==> config.mk <==
export PLATFORM = sky130hd
export DESIGN_NAME = sensor_scheduler
export DESIGN_NICKNAME = d
export VERILOG_FILES = /design/src/rtl/sensor_sched_pkg.sv /design/src/rtl/edge_sync.sv /design/src/rtl/sensor_scheduler.sv
export SDC_FILE = /design/constraint.sdc
export NUM_CORES = 1
export LEC_CHECK = 0
export ABC_AREA = 0
export CORE_MARGIN = 1
export CORE_UTILIZATION = 35
export CTS_BUF_LIST = sky130_fd_sc_hd__clkbuf_2
export CTS_CLUSTER_SIZE = 8
export DETAILED_ROUTE_END_ITERATION = 6
export GPL_TIMING_DRIVEN = 0
export SKIP_CTS_REPAIR_TIMING = 1
export SLEW_MARGIN = 20
export SYNTH_ARGS = -nofsm -noshare
export SYNTH_HDL_FRONTEND = slang
export SYNTH_SLANG_ARGS = --single-unit
==> constraint.sdc <==
create_clock -name clk_pi -period 3.87 [get_ports clk_pi]
set_clock_uncertainty 0.2 [all_clocks]
set_input_delay 0.387 -clock clk_pi [delete_from_list [all_inputs] [get_ports clk_pi]]
set_output_delay 0.387 -clock clk_pi [all_outputs]
set_load 0.02 [all_outputs]
==> src/rtl/sensor_sched_pkg.sv <==
// Shared types for the sensor acquisition scheduler.
// Display width and controller state encoding.
package sensor_sched_pkg;

    localparam int DISP_W = 16;

    typedef enum logic [1:0] {
        IDLE,
        START,
        WAIT,
        UPDATE
    } state_t;

endpackage

==> src/rtl/edge_sync.sv <==
// Two-flop synchronizer followed by a rising-edge detector.
// rise is high for one cycle when the synchronized input goes 0 -> 1.
module edge_sync (
    input  logic clk,
    input  logic rst_n,
    input  logic din,
    output logic rise
);

    logic [2:0] sh;

    always_ff @(posedge clk or negedge rst_n) begin
        if (!rst_n) begin
            sh <= '0;
        end else begin
            sh <= {sh[1:0], din};
        end
    end

    assign rise = sh[1] & ~sh[2];

endmodule

==> src/rtl/sensor_scheduler.sv <==
// Arbitrates periodic and button acquisition requests, drives the SPI
// start pulse, waits for done with a timeout, and updates the display.
module sensor_scheduler
    import sensor_sched_pkg::*;
#(
    parameter int PERIOD_CYCLES  = 10_000_000,
    parameter int TIMEOUT_CYCLES = 100_000
) (
    input  logic              clk_pi,
    input  logic              reset_pi,
    input  logic              enable_pi,
    input  logic              boton_pi,
    input  logic              done_pi,
    input  logic [31:0]       data_pi,
    output logic              start_po,
    output logic              we_7seg_po,
    output logic [DISP_W-1:0] d_7seg_po,
    output logic [15:0]       sample_count_po,
    output logic              timeout_po,
    output logic              busy_po
);

    localparam int PW = $clog2(PERIOD_CYCLES);
    localparam int TW = $clog2(TIMEOUT_CYCLES);
    localparam logic [PW-1:0] PER_LAST = PW'(PERIOD_CYCLES - 1);
    localparam logic [TW-1:0] TO_LAST  = TW'(TIMEOUT_CYCLES - 1);

    state_t      state;
    logic        man_rise;
    logic        pend_man;
    logic        pend_per;
    logic        per_wrap;
    logic        grant;
    logic [PW-1:0] per_cnt;
    logic [TW-1:0] tcnt;
    logic [15:0] sample_cnt;
    logic        unused_hi;

    assign unused_hi = ^data_pi[31:16];

    edge_sync u_btn (
        .clk   (clk_pi),
        .rst_n (reset_pi),
        .din   (boton_pi),
        .rise  (man_rise)
    );

    assign per_wrap = enable_pi && (per_cnt == PER_LAST);
    assign grant    = (state == IDLE) && (pend_man || pend_per);

    always_ff @(posedge clk_pi or negedge reset_pi) begin
        if (!reset_pi) begin
            per_cnt <= '0;
        end else if (!enable_pi || per_wrap) begin
            per_cnt <= '0;
        end else begin
            per_cnt <= per_cnt + 1'b1;
        end
    end

    // A new request in the grant cycle survives the clear.
    always_ff @(posedge clk_pi or negedge reset_pi) begin
        if (!reset_pi) begin
            pend_man <= 1'b0;
            pend_per <= 1'b0;
        end else begin
            pend_man <= man_rise | (pend_man & ~grant);
            pend_per <= per_wrap | (pend_per & ~grant);
        end
    end

    // tcnt counts cycles elapsed since the start_po cycle.
    always_ff @(posedge clk_pi or negedge reset_pi) begin
        if (!reset_pi) begin
            state      <= IDLE;
            start_po   <= 1'b0;
            we_7seg_po <= 1'b0;
            d_7seg_po  <= '0;
            sample_cnt <= '0;
            timeout_po <= 1'b0;
            tcnt       <= '0;
        end else begin
            start_po   <= 1'b0;
            we_7seg_po <= 1'b0;
            unique case (state)
                IDLE: begin
                    if (grant) begin
                        state    <= START;
                        start_po <= 1'b1;
                        tcnt     <= '0;
                    end
                end
                START: begin
                    state <= WAIT;
                    tcnt  <= tcnt + 1'b1;
                end
                WAIT: begin
                    if (done_pi) begin
                        d_7seg_po  <= data_pi[DISP_W-1:0];
                        we_7seg_po <= 1'b1;
                        state      <= UPDATE;
                    end else if (tcnt == TO_LAST) begin
                        timeout_po <= 1'b1;
                        state      <= IDLE;
                    end else begin
                        tcnt <= tcnt + 1'b1;
                    end
                end
                UPDATE: begin
                    sample_cnt <= sample_cnt + 16'd1;
                    state      <= IDLE;
                end
            endcase
        end
    end

    assign sample_count_po = sample_cnt;
    assign busy_po         = (state != IDLE);

endmodule

# Word-level counts from Yosys, hierarchy flattened
# Index checks and enable logic that the tools add are counted.
[totals]
word_cells = 56
latchBits = 0
mem_bits_ro = 0
mem_bits_rw = 0
mem_count = 0
out_inout_bits = 36
register_bits = 83
[op_classes]
eq_ne = 9
reduce_logical = 12
n_addsub = 3
div_mod_pow = 0
n_lt_le_gt_ge = 0
bitwise = 8
multipliers = 0
mux = 13
shift = 0
[op_table]
columns = ["operator", "count"]
rows = [
  ["17-bit two-way mux", 3],
  ["17-bit one-hot mux with 3 select lines", 1],
  ["24-bit by 1-bit adder with 24-bit output, second input constant", 1],
  ["24-bit equality test, second input constant", 1],
  ["24-bit two-way mux", 1],
  ["17-bit by 1-bit adder with 17-bit output, second input constant", 1],
  ["17-bit equality test, second input constant", 1],
  ["16-bit by 1-bit adder with 16-bit output, second input constant", 1],
  ["2-bit one-hot mux with 4 select lines", 1],
  ["2-bit two-way mux", 3],
  ["2-bit != test, second input constant", 3],
  ["2-bit equality test, second input constant", 2],
  ["1-bit two-way mux", 4],
  ["2-bit AND reduction", 2],
  ["4-bit AND reduction", 1],
  ["1-bit bitwise AND", 3],
  ["3-bit != test, second input constant", 1],
  ["1-bit NOT", 3],
  ["3-bit AND reduction", 1],
  ["3-bit nonzero test", 1],
  ["2-bit by 1-bit equality test with 1-bit output, second input constant", 1],
  ["1-bit logical AND", 2],
  ["2-bit zero test", 1],
  ["1-bit logical OR", 2],
  ["other kinds (3)", 4],
]

# Longest topological paths before layout
[logic_depth]
ltp_word = 5
ltp_mapped = 10
ltp_nobuf = 7

# Modules after synthesis
# A second synthesis with hierarchy kept.
[hier_totals]
hier_cells = 356
hier_area_um2 = 3847.4
[by_module_without_submodules]
columns = ["mod", "instances", "area_per_inst_um2", "cells_per_inst"]
rows = [
  ["sensor_scheduler", 1, 3758.6, 352],
  ["edge_sync", 1, 88.8, 4],
]

# Worst setup path after synthesis
# Ideal clock, no wire load.
[synth_timing]
path_type = "flip-flop to flip-flop"
start = "register state[0]"
end = "register tcnt[14]"
setup_time_ns = 0.096
slack_ns = 1.581
arrival_time_ns = 1.993
synth_period_minus_slack_ns = 2.289
path_stages_with_launch = 10
path_cell_list = "dfrtp_1 > inv_1 > ha_1 > buf_4 > a221o_1 > a31o_2 > or2_1 > buf_2 > buf_6 > o31ai_1"
[synth_between]
elab_chain_len = 4
elab_cells_between_ends = 10
classes_between = "eq/ne (5); mux (1); reduce/logical (4)"
[synth_rtl]
columns = ["element", "line_no", "text"]
rows = [
  ["start: declaration", "sensor_scheduler.sv:28", "state_t state;"],
  ["start signal: assignment", "sensor_scheduler.sv:75", "state <= IDLE;"],
  ["start signal: assignment", "sensor_scheduler.sv:88", "state <= START;"],
  ["start signal: assignment", "sensor_scheduler.sv:94", "state <= WAIT;"],
  ["2-bit zero test", "sensor_scheduler.sv:49, sensor_scheduler.sv:85", ""],
  ["1-bit logical AND", "sensor_scheduler.sv:49", "assign grant = (state == IDLE) && (pend_man || pend_per);"],
  ["2-bit != test (no source line)", "--", ""],
  ["4-bit AND reduction (no source line)", "--", ""],
  ["end signal: assignment", "sensor_scheduler.sv:95", "tcnt <= tcnt + 1'b1;"],
  ["end signal: assignment", "sensor_scheduler.sv:106", "tcnt <= tcnt + 1'b1;"],
  ["end: declaration", "sensor_scheduler.sv:35", "logic [TW-1:0] tcnt;"],
]
# Several ways; a longest one is shown, not always the timed one.
# A chain may end at the register's enable or synchronous reset.

# Worst setup path after layout
[layout_timing]
start = "register state[1]"
end = "output port busy_po"
[layout_between]
elab_chain_len = 1
[layout_rtl]
columns = ["element", "line_no", "text"]
rows = [
  ["2-bit nonzero test", "sensor_scheduler.sv:118", "assign busy_po = (state != IDLE);"],
  ["end: declaration", "sensor_scheduler.sv:20", "output logic busy_po"],
]
# No other way between the ends.

==> impl_metrics.csv <==
group,metric,value,unit
outcome,status,"complete, no violations",
placed_design,port_buffers,56,
die,dieArea,11400,µm²
synthesis,syn_inst,356,
die,core_area,10500,µm²
clock_network,clock_sinks,83,
route,wirelength,7780,µm
die,die_h,107,µm
global_route,grt.overflow.total,0,
die,start_util,36.6,%
layout,diodes,0,
timing,rsz0062_at_grt,"no",
global_route,grt_max_degree,58,
critical_path,cp-end-kind,"primary output",
placed_design,dpl_cell_area,4600,µm²
clock_network,clock_latency,0.56,ns
pwr,p_leak,1.98,nW
timing,period_share,70.8,%
global_route,grt_pass1_vias,2905,
layout,final_util,44.7,%
timing,min_period,2.74,ns
synthesis,synth-async-reset-ratio,100,%
global_route,antenna_found_initial,0,
route,viasPerCell,5.02,
synthesis,seq_area_frac_synth,54.0,%
flow_run,maxCapViolCount,0,
route,vias,2840,
critical_path,start_kind,"flip-flop",
clock_network,cts-root-buf,"clkbuf_2",
route,wl_per_cell,13.7,µm
route,drc,0,
layout,area_growth,22.1,%
clock_network,htreeDepth,3,
placed_design,dpl.hpwl,5400,µm
clock_network,cts_tree,"yes",
layout,final_layout_size_suffix_gt1_share,11.2,%
critical_path,cp_max_fo,5,
route,postRouteAntennaNets,0,
global_route,track_usage,14.9,%
die,core.rowCount,37,
placed_design,dpl_worst_slack,1.24,ns
pwr,peakVddDrop,0.337,mV
synthesis,ys_types,49,
pwr,p_per_area,551,nW/µm²
clock_network,clock_path_buffers,2,
timing,fmax,0.365,GHz
die,ios,73,
die,chipWidth,107,µm
synthesis,yosysTopAreaCellShare,54.0,%
timing,slew_viol_final,0,
timing,final.setup.worst_slack,1.13,ns
synthesis,synth_area,3840,µm²
synthesis,synthFlopType,"dfrtp_1",
synthesis,ys_warn_count,0,
route,firstDrtPassIters,5,
synthesis,synthTopCellsByCount,"dfrtp_1, nor2_1, nand2_1, nand3_1, xnor2_1",
synthesis,synth.ff_latch_count,83,
timing,tightestPinTransition,0.985,ns
placed_design,globalplace.congestion,0.730,
synthesis,synth_area_leader_cell,"dfrtp_1",
synthesis,synth_edf_count,0,
synthesis,synth_fp_nets,400,
timing,relSlewSlack,33.7,%
synthesis,avgSynthCellArea,10.8,µm²
hold_path,holdCritPathClass,"input port to flip-flop",
critical_path,arrival,2.15,ns
clock_network,path_clk_slew,0.22,ns
layout,final_nets,469,
synthesis,synth_area_leaders,"dfrtp_1, mux2_2, xnor2_1",
critical_path,cp.required,3.28,ns
route,first_iter_violations,141,
global_route,grt_pass1_wl,13500,µm
critical_path,critical_path_class,"flip-flop to primary output",
layout,fillers,998,
layout,fin_area,4700,µm²
clock_network,cts_made_buffers,9,
timing,setup_violations,0,
synthesis,synth.most_common_cell,"dfrtp_1",
timing,fin_tns_setup,0,ns
timing,hold_violations,0,
-- kinds of logic (layout without fill, tap and decap cells) --
logic type | Yosys count | after routing | synth area share [%]
adders and majority gates | 7 | 7 | 2.28
buffers and inverters | 26 | 100 | 2.99
AOI/OAI and AO/OA | 48 | 48 | 8.79
xor gates and xnor gates | 37 | 37 | 8.43
muxes | 17 | 17 | 4.98
DFF | 83 | 83 | 54.0
and+or+nand+nor | 138 | 138 | 18.5
-- metal layers --
| layer | global-route usage [%] | up-vias | wire (µm) |
|---|---|---|---|
| li1 | - | 1397 | - |
| met1 | 19.8 | 1383 | 3670 |
| met2 | 23.5 | 51 | 3660 |
| met3 | 4.26 | 9 | 334 |
| met4 | 4.79 | 0 | 111 |
| met5 | 0 | - | 0 |
-- state kept, by name, indices dropped and copies added, names as in the netlist, 2 cells and up --
register	count
d_7seg_po	16
per_cnt	24
sample_count_po	16
state	2
tcnt	17
u_btn.sh	3
-- final timing paths --
path	from	endpoint	slack, ns	cells past startpoint
worst min-delay path	boton_pi	u_btn.sh[0]	0.06	1
worst min register to register	u_btn.sh[0]	u_btn.sh[1]	0.18	0
max in group asynchronous	reset_pi	state[0]	2.81	3
worst max-delay path	state[1]	busy_po	1.13	4
min in group asynchronous	reset_pi	d_7seg_po[8]	0.07	2
worst max register to register	per_cnt[0]	per_cnt[20]	1.26	7
-- placed cells by master, fill, tap and decap left out, types with 15 or more instances in the layout --
cell type         n
mux2_2           17
xor2_1           16
nand3_1          21
dfrtp_1          83
clkdlybuf4s50_1  55
xnor2_1          21
nand4_1          16
nand2_1          29
o21ai_0          15
nor2_1           34
-- critical path, stage by stage, from the launching register on --
cell             delay [ns]
dfrtp_1                0.47
inv_1                  0.09
ha_1                   0.23
inv_1                  0.18
clkdlybuf4s50_1        0.64
-- power breakdown --
part | total [mW] | leakage, nW | switching, mW | internal, mW
clock network | 0.385 | 0.0577 | 0.299 | 0.0859
registers | 1.12 | 1.10 | 0.109 | 1.02
logic | 1.08 | 0.821 | 0.567 | 0.510
-- stage by stage --
step / total power, mW / std cells / hold slack (ns)
2_1_floorplan: 1.78 / 356 / -0.109
3_3_place_gp: 2.20 / 548 / 0.135
3_5_place_dp: 2.22 / 549 / 0.135
4_1_cts: 2.62 / 565 / -0.509
5_1_grt: 2.77 / 566 / 0.000583
6_report: 2.59 / 566 / 0.0609
-- cell type report --
cell class                 count  area (µm²)  area share, %
buffer                        12        62.6           1.33
clock buffer                  11        55.1           1.17
clock inverter                 5        30.0          0.639
inverter                      14        52.6           1.12
multi-input combinational    247        1650           35.2
sequential                    83        2080           44.2
tap                          136         170           3.62
timing repair buffer          58         596           12.7
Power figures use the tool's default switching activity.
